===== config.mk =====
export PLATFORM = sky130hd
export DESIGN_NAME = door_plant
export DESIGN_NICKNAME = d
export VERILOG_FILES = /design/src/rtl/door_plant.sv
export SDC_FILE = /design/constraint.sdc
export NUM_CORES = 1
export LEC_CHECK = 0
export BUFFER_PORTS_ARGS = -buffer_cell sky130_fd_sc_hd__buf_2
export CORE_ASPECT_RATIO = 0.9
export CORE_MARGIN = 5
export CORE_UTILIZATION = 65
export DETAILED_ROUTE_END_ITERATION = 10
export PLACE_DENSITY = 0.95
export SLEW_MARGIN = 20
export SYNTH_ARGS = -nofsm -noshare
export SYNTH_HDL_FRONTEND = slang
export SYNTH_SLANG_ARGS = --single-unit

===== constraint.sdc =====
create_clock -name clk -period 5.65 [get_ports clk]
set_input_delay 1.13 -clock clk [delete_from_list [all_inputs] [get_ports clk]]
set_output_delay 1.13 -clock clk [all_outputs]
set_load 0.02 [all_outputs]

===== src/rtl/door_plant.sv =====
`default_nettype none
// +----------------------------------------------------------------------------+
// | door_plant: behavioural door plant with motor drive, limits, stall and     |
// | conflict faults.                                                           |
// | Rev 1.0                                                                    |
// +----------------------------------------------------------------------------+
module door_plant #(
  parameter int TRAVEL   = 8,
  parameter int STEP_DIV = 2,
  parameter int STALL    = 4,
  parameter int INIT_UP  = 1
) (
  input  logic       clk,
  input  logic       rst_n,
  input  logic       motor_up,
  input  logic       motor_dn,
  input  logic       clear_fault,
  output logic       up_limit,
  output logic       dn_limit,
  output logic [7:0] position,
  output logic       moving,
  output logic       fault,
  output logic [1:0] fault_code
);

  typedef enum logic [1:0] {
    S_IDLE  = 2'd0,
    S_UP    = 2'd1,
    S_DN    = 2'd2,
    S_FAULT = 2'd3
  } state_t;

  localparam logic [7:0] TRAVEL_C   = 8'(TRAVEL);
  localparam logic [7:0] DIV_LAST_C = 8'(STEP_DIV - 1);
  localparam logic [7:0] STALL_C    = 8'(STALL);
  localparam logic       RST_UP_C   = (INIT_UP != 0);
  localparam logic [7:0] POS_RST_C  = RST_UP_C ? TRAVEL_C : 8'd0;

  localparam logic [1:0] CODE_NONE     = 2'd0;
  localparam logic [1:0] CODE_CONFLICT = 2'd1;
  localparam logic [1:0] CODE_STALL    = 2'd2;

  state_t     state_q, state_d;
  logic [7:0] presc_q, presc_d;
  logic [7:0] stall_q, stall_d;
  logic [7:0] position_q, position_d;
  logic       up_limit_q, up_limit_d;
  logic       dn_limit_q, dn_limit_d;
  logic       moving_q, moving_d;
  logic       fault_q, fault_d;
  logic [1:0] fault_code_q, fault_code_d;

  logic       conflict;
  logic       stall_hit;

  always_comb begin
    state_d      = state_q;
    presc_d      = presc_q;
    stall_d      = stall_q;
    position_d   = position_q;
    fault_code_d = fault_code_q;
    conflict     = motor_up & motor_dn;
    stall_hit    = (motor_up & up_limit_q) | (motor_dn & dn_limit_q);

    if (state_q != S_FAULT) begin
      // Saturate so a very long push against a limit can never wrap to 0.
      if (!stall_hit) begin
        stall_d = 8'd0;
      end else if (stall_q != 8'hFF) begin
        stall_d = stall_q + 8'd1;
      end

      if (conflict) begin
        state_d      = S_FAULT;
        fault_code_d = CODE_CONFLICT;
        presc_d      = 8'd0;
      end else if (stall_d >= STALL_C) begin
        state_d      = S_FAULT;
        fault_code_d = CODE_STALL;
        presc_d      = 8'd0;
      end else begin
        case (state_q)
          S_IDLE: begin
            presc_d = 8'd0;
            if (motor_up && (position_q < TRAVEL_C)) begin
              state_d = S_UP;
            end else if (motor_dn && (position_q != 8'd0)) begin
              state_d = S_DN;
            end
          end
          S_UP: begin
            if (motor_up) begin
              if (presc_q >= DIV_LAST_C) begin
                presc_d = 8'd0;
                if (position_q < TRAVEL_C) begin
                  position_d = position_q + 8'd1;
                end
                if (position_d == TRAVEL_C) begin
                  state_d = S_IDLE;
                end
              end else begin
                presc_d = presc_q + 8'd1;
              end
            end else if (motor_dn && (position_q != 8'd0)) begin
              state_d = S_DN;
              presc_d = 8'd0;
            end else begin
              state_d = S_IDLE;
              presc_d = 8'd0;
            end
          end
          S_DN: begin
            if (motor_dn) begin
              if (presc_q >= DIV_LAST_C) begin
                presc_d = 8'd0;
                if (position_q != 8'd0) begin
                  position_d = position_q - 8'd1;
                end
                if (position_d == 8'd0) begin
                  state_d = S_IDLE;
                end
              end else begin
                presc_d = presc_q + 8'd1;
              end
            end else if (motor_up && (position_q < TRAVEL_C)) begin
              state_d = S_UP;
              presc_d = 8'd0;
            end else begin
              state_d = S_IDLE;
              presc_d = 8'd0;
            end
          end
          default: begin
            state_d = S_IDLE;
            presc_d = 8'd0;
          end
        endcase
      end
    end else begin
      // Leaving FAULT needs the controller to have released both commands.
      if (clear_fault && !motor_up && !motor_dn) begin
        state_d      = S_IDLE;
        fault_code_d = CODE_NONE;
        stall_d      = 8'd0;
        presc_d      = 8'd0;
      end
    end

    up_limit_d = (position_d == TRAVEL_C);
    dn_limit_d = (position_d == 8'd0);
    moving_d   = (state_d == S_UP) || (state_d == S_DN);
    fault_d    = (state_d == S_FAULT);
  end

  always_ff @(posedge clk or negedge rst_n) begin
    if (!rst_n) begin
      state_q      <= S_IDLE;
      presc_q      <= 8'd0;
      stall_q      <= 8'd0;
      position_q   <= POS_RST_C;
      up_limit_q   <= RST_UP_C;
      dn_limit_q   <= !RST_UP_C;
      moving_q     <= 1'b0;
      fault_q      <= 1'b0;
      fault_code_q <= CODE_NONE;
    end else begin
      state_q      <= state_d;
      presc_q      <= presc_d;
      stall_q      <= stall_d;
      position_q   <= position_d;
      up_limit_q   <= up_limit_d;
      dn_limit_q   <= dn_limit_d;
      moving_q     <= moving_d;
      fault_q      <= fault_d;
      fault_code_q <= fault_code_d;
    end
  end

  assign up_limit   = up_limit_q;
  assign dn_limit   = dn_limit_q;
  assign position   = position_q;
  assign moving     = moving_q;
  assign fault      = fault_q;
  assign fault_code = fault_code_q;

endmodule
`default_nettype wire


==> results.py <==
metrics = {
    "outcome": {
        "status": "finished, final reports clean",
    },
    "sta": {
        "tightest_slew_ns": 1.09,
        "setup-violations-final": 0,
        "timing.final.crit_share_pct": 59.0,
        "hold_viol_final": 0,
        "rsz0062_at_grt": "false",
        "timing.final.crit_period_ns": 3.33,
        "final-max-slew-violation-count": 0,
        "relSlewSlack_pct": 26.6,
        "max_freq_mhz": 300,
        "setup_tns_ns": 0,
        "post-route-worst-setup-slack_ns": 2.32,
        "fin_worst_skew_ns": 0.00904,
    },
    "power": {
        "netSwitchingFraction_pct": 47.0,
        "pwr-share-seq_pct": 27.5,
        "ir_worst_vdd_mv": 0.319,
        "cell_internal_pwr_mw": 0.651,
        "power.clock.fraction_pct": 19.8,
        "combinationalPowerShare_pct": 52.7,
        "pwr_density_nw_per_um2": 491,
        "p_switching_mw": 0.576,
        "static-leakage-power_nw": 1.13,
    },
    "finish": {
        "stdcell_count": 327,
        "final_core_utilization_pct": 73.4,
        "layout.cells.most_common": "dfrtp_1",
        "antennaDiodeCount": 0,
        "finish.net_count": 299,
        "layout.cells.most_common_list": "dfrtp_1 (30), nand2_1 (26), nor2_1 (25), a21oi_1 (24), buf_2 (18)",
        "areaGrowthSynthToFinish_pct": 7.83,
        "drive_gt1_share_pct": 14.8,
    },
    "routing": {
        "postRouteWirelength_um": 6020,
        "drt-initial-drc-count": 265,
        "drt-pass1-iter-count": 6,
        "drc": 0,
        "antenna_violating_nets_post_route": 0,
        "vias": 2254,
        "wl_per_cell_um": 18.4,
        "vias_per_cell": 6.89,
    },
    "placed_design": {
        "detailed_place_hpwl_um": 4290,
        "dp.cells": 319,
        "place_ws_ns": 2.06,
        "place.port_buffers": 18,
        "routabilityCongestion": 0.972,
    },
    "synth": {
        "synth_nets": 291,
        "synth.avg_cell_area_um2": 8.46,
        "yosys.cell_types.count": 64,
        "synth_warnings": 0,
        "cell_area_after_synthesis_um2": 2320,
        "synth-async-reset-ratio_pct": 100,
        "synthesis.instances": 274,
        "ys_seq_elements": 32,
        "ys_seq_area_share_pct": 34.7,
        "synth_enable_flop_cells": 0,
        "postSynth.topFlopCell": "dfrtp_1",
    },
    "critical_path": {
        "timing.critical_path.slowest_cell_delay_ns": 0.57,
        "timing.critical_path.from_type": "input pin",
        "worst_setup_path_end_kind": "flip-flop",
        "worstPathBufferInverterCount": 1,
        "crit_arrival_ns": 3.51,
        "worst_ep_required_time_ns": 5.83,
        "worstPathCellList": "buf_2, a22oi_1, nor2_1, a32o_2, a2111oi_4, a21oi_1, a221oi_1, nand2_1, ha_1",
        "timing.critical_path.max_delay_family": "compound AO/OA/AOI/OAI gates",
        "critPathSlowestCell": "a2111oi_4",
        "worstSetupPathType": "input pin to flip-flop",
        "crit_path_max_fanout": 10,
    },
    "global_route": {
        "grt_start_max_net_pins": 33,
        "grt_util_all_layers_pct": 26.8,
        "grt_pass1_wl_um": 10100,
        "grt_pass1_vias": 2068,
        "global_route.overflow_total": 0,
        "initial_antenna_violation_count": 0,
    },
    "clocking": {
        "insertion_delay_ns": 0.29,
        "cts.root.buffer_cell": "clkbuf_8",
        "postCtsSetupBuffers": 0,
        "post_cts_resize_count": 0,
        "max-clock-path-buffers": 2,
        "cts_made_buffers": 5,
        "cts_hold_buf": 0,
        "cts_htree_levels": 2,
        "cts_sinks": 32,
        "clk_pin_slew_worst_paths_ns": 0.06,
        "tritoncts": "yes",
    },
    "floorplan": {
        "ioPinCount": 19,
        "initial_core_util_pct": 68.1,
        "placement_rows": 20,
        "die_area_um2": 4860,
        "die_height_um": 66.6,
        "core-area_um2": 3400,
        "dieWidth_um": 72.9,
    },
    "hold_path": {
        "hold_class": "flip-flop to flip-flop",
    },
    "flow_run": {
        "max_capacitance_violation_count": 0,
    },
}
==> synthesized netlist by cell type (4+ instances only) <==
library cell	number	area, µm²
a21oi_1	24	120
a22oi_1	5	37.5
a31oi_1	5	31.3
and2_1	7	43.8
and3_1	4	25.0
clkbuf_1	11	41.3
dfrtp_1	30	751
ha_1	12	150
inv_1	15	56.3
nand2_1	26	97.6
nand3_1	10	50.1
nand4_1	4	25.0
nor2_1	25	93.8
nor3_1	7	35.0
o211ai_1	4	30.0
o21ai_0	14	70.1
==> logic make-up (layout without fill, tap and decap cells) <==
logic type / Yosys count / count (layout) / share of synthesized area [%]
muxes: 4 / 4 / 1.84
buffers and inverters: 32 / 41 / 6.32
adders and majority gates: 12 / 12 / 6.48
DFF: 32 / 32 / 34.7
AOI/OAI and AO/OA: 88 / 88 / 26.8
xor gates and xnor gates: 1 / 1 / 0.378
and+or+nand+nor: 105 / 105 / 23.5
==> routing by layer <==
metal	up-vias	track usage, %	share of wire (%)
met5	-	0	0
met4	0	11.8	2.3
li1	1032	-	-
met2	154	41.1	46
met3	20	4.37	10
met1	1048	36.9	42
==> path summary, 6_finish.rpt <==
kind / slack, ns / end / cells past startpoint / from
max: 2.32 / moving / 9 / motor_up
min: 0.51 / presc_q[5] / 1 / presc_q[5]
max reg2reg: 2.42 / moving / 9 / stall_q[0]
min reg2reg: 0.51 / presc_q[5] / 1 / presc_q[5]
max in group asynchronous: 4.32 / presc_q[4] / 1 / rst_n
min in group asynchronous: 0.87 / position[6] / 1 / rst_n
==> stage by stage <==
stage / hold slack (ns) / power [mW] / area [µm²]
CTS: 0.514 / 1.21 / 2500
detailed placement: 0.501 / 0.958 / 2370
global route: 0.529 / 1.30 / 2500
floorplan: 0.468 / 0.808 / 2320
global placement: 0.490 / 0.935 / 2370
finish: 0.507 / 1.23 / 2500
==> state kept, by name (all words and copies together) (netlist names) <==
register and count:
up_limit 1, fault 1, state_q 2, stall_q 8, fault_code 2, moving 1
dn_limit 1, position 8, presc_q 8
==> worst register-to-register path, stage by stage, from the launching register on <==
cell,delay [ns]
dfrtp_1,0.46
ha_1,0.37
and3_1,0.27
nor4b_2,0.30
o22ai_1,0.18
a2111oi_4,0.62
a21oi_1,0.22
a221oi_1,0.27
nand2_1,0.13
ha_1,0.30
==> power by group through the flow <==
stage | clock network, mW | logic, mW | registers [mW]
floorplan | 0 | 0.459 | 0.349
global placement | 0 | 0.598 | 0.337
detailed placement | 0 | 0.619 | 0.339
global route | 0.252 | 0.703 | 0.345
finish | 0.243 | 0.646 | 0.337
CTS | 0.243 | 0.629 | 0.336
==> layout make-up <==
cell class | count | area, µm²
Inverter | 15 | 56.3
Sequential cell | 32 | 803
Multi-Input combinational cell | 210 | 1370
Clock buffer | 7 | 96.3
Fill cell | 248 | 905
Clock inverter | 1 | 30.0
Tap cell | 44 | 55.1
Timing Repair Buffer | 18 | 90.1
Power figures use the tool's default switching activity.
